--- src/rtl/fifo_access_ctrl.sv ---
// Round-robin push arbiter and burst-read sequencer in front of a shared synchronous FIFO.
// push/gnt/pop are combinational; ful stalls pushes, ept stalls pops; first rd_valid 3 cycles after rd_start.
module fifo_access_ctrl #(
  parameter int WIDTH  = 8,
  parameter int NREQ   = 4,
  parameter int SIZE_W = 32
) (
  input  logic                    clock,
  input  logic                    reset,
  input  logic [NREQ-1:0]         req_push,
  input  logic [NREQ*WIDTH-1:0]   req_data,
  output logic [NREQ-1:0]         req_gnt,
  output logic                    push,
  output logic [WIDTH-1:0]        w_data,
  input  logic                    ful,
  output logic                    pop,
  input  logic [WIDTH-1:0]        r_data,
  input  logic                    ept,
  input  logic                    valid,
  input  logic                    rd_start,
  input  logic [SIZE_W-1:0]       rd_size,
  output logic                    rd_busy,
  output logic [WIDTH-1:0]        rd_data,
  output logic                    rd_valid,
  output logic                    rd_done
);

  localparam int PTR_W = (NREQ > 1) ? $clog2(NREQ) : 1;

  typedef enum logic [1:0] {
    IDLE  = 2'd0,
    BURST = 2'd1,
    DRAIN = 2'd2
  } state_t;

  logic [PTR_W-1:0]  ptr_q, ptr_d;
  logic [PTR_W-1:0]  winner, idx;
  logic              found, grant;

  state_t            state_q, state_d;
  logic [SIZE_W-1:0] size_q, size_d;
  logic [SIZE_W-1:0] issued_q, issued_d;
  logic [SIZE_W-1:0] received_q, received_d;
  logic              rd_busy_q, rd_busy_d;
  logic              rd_valid_q, rd_valid_d;
  logic              rd_done_q, rd_done_d;
  logic [WIDTH-1:0]  rd_data_q, rd_data_d;
  logic              pop_int;

  // Scan requesters starting at the pointer so the last winner drops to lowest priority.
  always_comb begin
    found  = 1'b0;
    winner = '0;
    idx    = '0;
    for (int k = 0; k < NREQ; k++) begin
      idx = PTR_W'((int'(ptr_q) + k) % NREQ);
      if (!found && req_push[idx]) begin
        found  = 1'b1;
        winner = idx;
      end
    end

    grant   = found && !ful && reset;
    push    = grant;
    req_gnt = '0;
    w_data  = '0;
    ptr_d   = ptr_q;
    if (grant) begin
      req_gnt[winner] = 1'b1;
      for (int i = 0; i < NREQ; i++) begin
        if (int'(winner) == i) begin
          w_data = req_data[i*WIDTH +: WIDTH];
        end
      end
      ptr_d = (int'(winner) == NREQ - 1) ? '0 : winner + PTR_W'(1);
    end
  end

  always_comb begin
    state_d    = state_q;
    size_d     = size_q;
    issued_d   = issued_q;
    received_d = received_q;
    rd_busy_d  = rd_busy_q;
    rd_data_d  = rd_data_q;
    rd_valid_d = 1'b0;
    rd_done_d  = 1'b0;
    pop_int    = 1'b0;

    if ((state_q == BURST || state_q == DRAIN) && valid) begin
      rd_data_d  = r_data;
      rd_valid_d = 1'b1;
      received_d = received_q + SIZE_W'(1);
    end

    case (state_q)
      IDLE: begin
        if (rd_start) begin
          if (rd_size != '0) begin
            size_d     = rd_size;
            issued_d   = '0;
            received_d = '0;
            rd_busy_d  = 1'b1;
            state_d    = BURST;
          end else begin
            rd_done_d = 1'b1;
          end
        end
      end
      BURST: begin
        if ((issued_q < size_q) && !ept) begin
          pop_int  = 1'b1;
          issued_d = issued_q + SIZE_W'(1);
        end
        if (issued_d == size_q) begin
          state_d = DRAIN;
        end
      end
      DRAIN: begin
        // Done coincides with the registered last word.
        if (valid && (received_q + SIZE_W'(1) == size_q)) begin
          state_d   = IDLE;
          rd_busy_d = 1'b0;
          rd_done_d = 1'b1;
        end
      end
      default: state_d = IDLE;
    endcase

    pop = pop_int && reset;
  end

  always_ff @(posedge clock) begin
    if (!reset) begin
      ptr_q      <= '0;
      state_q    <= IDLE;
      size_q     <= '0;
      issued_q   <= '0;
      received_q <= '0;
      rd_busy_q  <= 1'b0;
      rd_valid_q <= 1'b0;
      rd_done_q  <= 1'b0;
      rd_data_q  <= '0;
    end else begin
      ptr_q      <= ptr_d;
      state_q    <= state_d;
      size_q     <= size_d;
      issued_q   <= issued_d;
      received_q <= received_d;
      rd_busy_q  <= rd_busy_d;
      rd_valid_q <= rd_valid_d;
      rd_done_q  <= rd_done_d;
      rd_data_q  <= rd_data_d;
    end
  end

  assign rd_busy  = rd_busy_q;
  assign rd_valid = rd_valid_q;
  assign rd_done  = rd_done_q;
  assign rd_data  = rd_data_q;

endmodule

--- config.mk ---
export PLATFORM = sky130hd
export DESIGN_NAME = fifo_access_ctrl
export DESIGN_NICKNAME = d
export VERILOG_FILES = /design/src/rtl/fifo_access_ctrl.sv
export SDC_FILE = /design/constraint.sdc
export NUM_CORES = 1
export LEC_CHECK = 0
export ABC_CLOCK_PERIOD_IN_PS = 4600
export BUFFER_PORTS_ARGS = -buffer_cell sky130_fd_sc_hd__clkbuf_2
export CORE_MARGIN = 5
export CORE_UTILIZATION = 55
export DETAILED_ROUTE_END_ITERATION = 10
export PLACE_DENSITY_LB_ADDON = 0.08
export SYNTH_ARGS = -nofsm -noshare
export SYNTH_HDL_FRONTEND = slang
export SYNTH_SLANG_ARGS = --single-unit
--- constraint.sdc ---
create_clock -name clock -period 4.6 [get_ports clock]
set_input_delay 0.69 -clock clock [delete_from_list [all_inputs] [get_ports clock]]
set_output_delay 0.69 -clock clock [all_outputs]
set_load 0.1 [all_outputs]
==> results by group <==
Placement
  – Port Buffer Count: 106
  – Final Wtd Congestion: 0.957
  – Post-placement setup slack: 0.591 ns
  – Final HPWL DP: 21.4 mm

STA
  – Rel. slew slack: 10.5%
  – Final Worst Setup Slack: 0.308 ns
  – Max frequency: 233 MHz
  – Final worst path period share: 93.3%
  – Setup Viol. Count Final: 0
  – Final Skew: 0.0152 ns
  – RSZ-0062 raised after global routing: no
  – Final Slew Violations: 0
  – Fin. Hold Viols: 0
  – Least-Margin Pin Slew: 1.34 ns
  – Setup_tns: 0 ns
  – Fin crit period: 4.29 ns

Power and ir drop
  – Sequential fraction of design power: 34.3%
  – Pwr dens: 336 nW/um2
  – Pint: 1.80 mW
  – Leakage: 3.54 nW
  – Clk pwr share: 26.1%
  – Comb pwr share: 39.6%
  – Final Total Pwr: 3.18 mW
  – NetSw: 1.38 mW
  – Switching Share: 43.4%
  – Maximum VDD drop: 0.000255 V

CTS
  – Post-CTS Setup Inserts: 0
  – Num Clock Sinks: 111
  – Reg clk slew, reported paths: 0.09 ns
  – CTS Hold Bufs: 0
  – Root buf cell: clkbuf_16
  – Post-CTS sizing: 0
  – H-Tree Depth: 3
  – TritonCTS buffer count: 9
  – Maximum root-to-sink buffer count: 2
  – CTS tree: yes
  – Skew-Pair Late Insertion Delay: 0.37 ns

Synthesis
  – Synth Instances: 1159
  – Cell taking the most area after synthesis: dfxtp_1
  – Syn Std Cell Area: 8480 um2
  – Distinct cells, synth: 85
  – Post-synth ARST share: 0%
  – Top_reg_cell synth: dfxtp_1
  – Post-synth EDFFs: 0
  – Yosys warns: 0
  – Most common cell in the netlist: nand2_1
  – Commonest cells post-synth: nand2_1 (179), a21oi_1 (122), nor2_1 (115), dfxtp_1 (111), xnor2_1 (75)
  – Post-synthesis register bit count: 111
  – Synth top area share: 26.2%
  – Syn_nets: 1282
  – Synth area leaders: dfxtp_1 (26%), nand2_1 (7.9%), xnor2_1 (7.7%), a21oi_1 (7.2%), ha_1 (6.1%)
  – Seq/Total Area, Yosys: 26.2%
  – Mean Syn Cell Area: 7.32 um2

Routing
  – DRC: 0
  – Met3 WL: 2.87 mm
  – WL/cell: 19.5 um
  – Via count: 8922
  – Routed WL: 27.9 mm
  – DR top layer: met4
  – Vias/cell: 6.23
  – Met2 routed WL: 12.5 mm
  – Pre-Repair DR Iteration Count: 6
  – Antenna Nets Post-Route: 0
  – DR iter-0 viols: 1060
  – Routed met1 length: 11.6 mm

Global route
  – GRT Overall Usage: 30.5%
  – Initial antenna violation count: 0
  – Largest net degree at the start of global routing: 50
  – Vias in the first global route: 8261
  – First-pass GRT wire length: 43.8 mm
  – Total grt overflow: 0

Flow run
  – Max-cap violations: 0

Floorplan
  – Core area: 15100 um2
  – DIE WIDTH: 134 um
  – # IOs: 107
  – Die area: 18000 um2
  – Initial Util: 56.0%
  – Die height: 134 um
  – Row count: 45

Layout
  – Filler cells: 1425
  – FF/Latch Area: 2220 um2
  – Ant diodes: 0
  – Synth-to-layout area growth: 11.4%
  – Layout cell share with drive strength beyond 1: 15.0%
  – NumNets Final: 1362
  – Multi-input logic area: 5710 um2

Critical path
  – CP Data Required Time: 3.91 ns
  – Slowest stage cell, crit path: dfxtp_1
  – Critical path arrival: 3.60 ns
  – RR Endpoint: issued_q[3]$_SDFFE_PN0P_
  – Kind of critical path: reg -> out
  – Setup crit end kind: primary output
  – Crit Path Max Fanout: 12
  – R2R cell count: 9
  – Worst Setup Start Kind: flop
  – R2r setup slk: 0.42 ns
  – Slowest stage delay, CP: 0.57 ns
  – Critical R2R Launch: issued_q[6]$_SDFFE_PN0P_
  – Crit-path cells: ha_1, a21o_1, a221oi_1, o21ai_0, a2111o_1, a211oi_1, buf_4, and3_1, clkbuf_2

Min path
  – Hold WC Path Type: reg -> reg
  – Worst Hold End: rd_data[1]$_SDFFE_PN0P_
  – Hold Path Cell Cnt: 2
  – Hold path startpoint: rd_data[1]$_SDFFE_PN0P_

Run status
  – Status: finished, final reports clean
==> layer usage <==
layer | vias to the layer above | track usage (%)
li1 | 4269 | -
met1 | 4080 | 40.3
met2 | 511 | 49.9
met3 | 62 | 6.68
met4 | 0 | 9.90
met5 | - | 0
==> worst max-delay path, delay by kind of cell, from the launching register on <==
family                     cells  cell delay (ns)
buffers and inverters          2             0.67
AOI/OAI and AO/OA              5             1.48
DFF                            1             0.57
adders and majority gates      1             0.32
and+or+nand+nor                1             0.21
==> power by group through the flow <==
stage                     Clock, mW  Combinational (mW)  Sequential (mW)
after floorplan                   0               0.798             1.18
after global placement            0                1.22             1.11
after detailed placement          0                1.23             1.11
after CTS                     0.841                1.24             1.09
after global routing          0.876                1.36             1.10
final                         0.830                1.26             1.09
==> sequential cells by signal, summed over array words and instances, names as in the netlist <==
register,cells
rd_done,1
issued_q,32
rd_valid,1
rd_data,8
size_q,32
state_q,2
ptr_q,2
received_q,32
rd_busy,1
==> cells in the final DEF (no fill, tap or decap), drive strengths merged, types with 13 or more instances in the layout <==
cell,n
nor2,115
inv,52
nand2,179
xnor2,75
o21ai,44
and2,13
nor4,29
buf,35
a21oi,122
ha,41
clkbuf,115
dfxtp,111
nor3,25
nand3,38
nand4,32
or3,15
xor2,33
==> stage by stage <==
| stage | instance area, um2 | cells | hold WS (ns) | util, % |
|---|---|---|---|---|
| 2_1_floorplan | 8480 | 1159 | 0.452 | - |
| 3_3_place_gp | 9140 | 1416 | 0.442 | 60.3 |
| 3_5_place_dp | 9140 | 1416 | 0.448 | 60.3 |
| 4_1_cts | 9450 | 1432 | 0.460 | 62.4 |
| 5_1_grt | 9450 | 1432 | 0.475 | 62.4 |
| 6_report | 9450 | 1432 | 0.460 | 62.4 |
==> logic make-up after synthesis <==
logic type	synth area share, %
compound gates	20.0
buf+inv	6.49
flops	26.2
fa+ha+maj	6.05
xor+xnor	11.2
mux	0.959
simple gates	29.2
==> how the worst max path moves through the flow <==
stage                                   startpoint                  endpoint  slack [ns]
after detailed placement   size_q[29]$_SDFFE_PN0P_   state_q[0]$_SDFFE_PN0P_        0.59
final                     issued_q[6]$_SDFFE_PN0P_                       pop        0.31
after global placement    issued_q[6]$_SDFFE_PN0P_  issued_q[3]$_SDFFE_PN0P_        0.70
after CTS                 issued_q[6]$_SDFFE_PN0P_                       pop        0.33
after global routing      issued_q[6]$_SDFFE_PN0P_                       pop        0.14
after floorplan                        req_push[0]                 w_data[0]        0.28
==> cell type report <==
type / instances / area share [%]
clock buffer: 9 / 2.38
clock inverter: 7 / 0.887
inverter: 48 / 1.91
multi-input combinational: 928 / 60.4
sequential: 111 / 23.5
tap: 188 / 2.49
timing repair buffer: 141 / 8.40
Note: power is estimated with default switching activity, not from simulation.
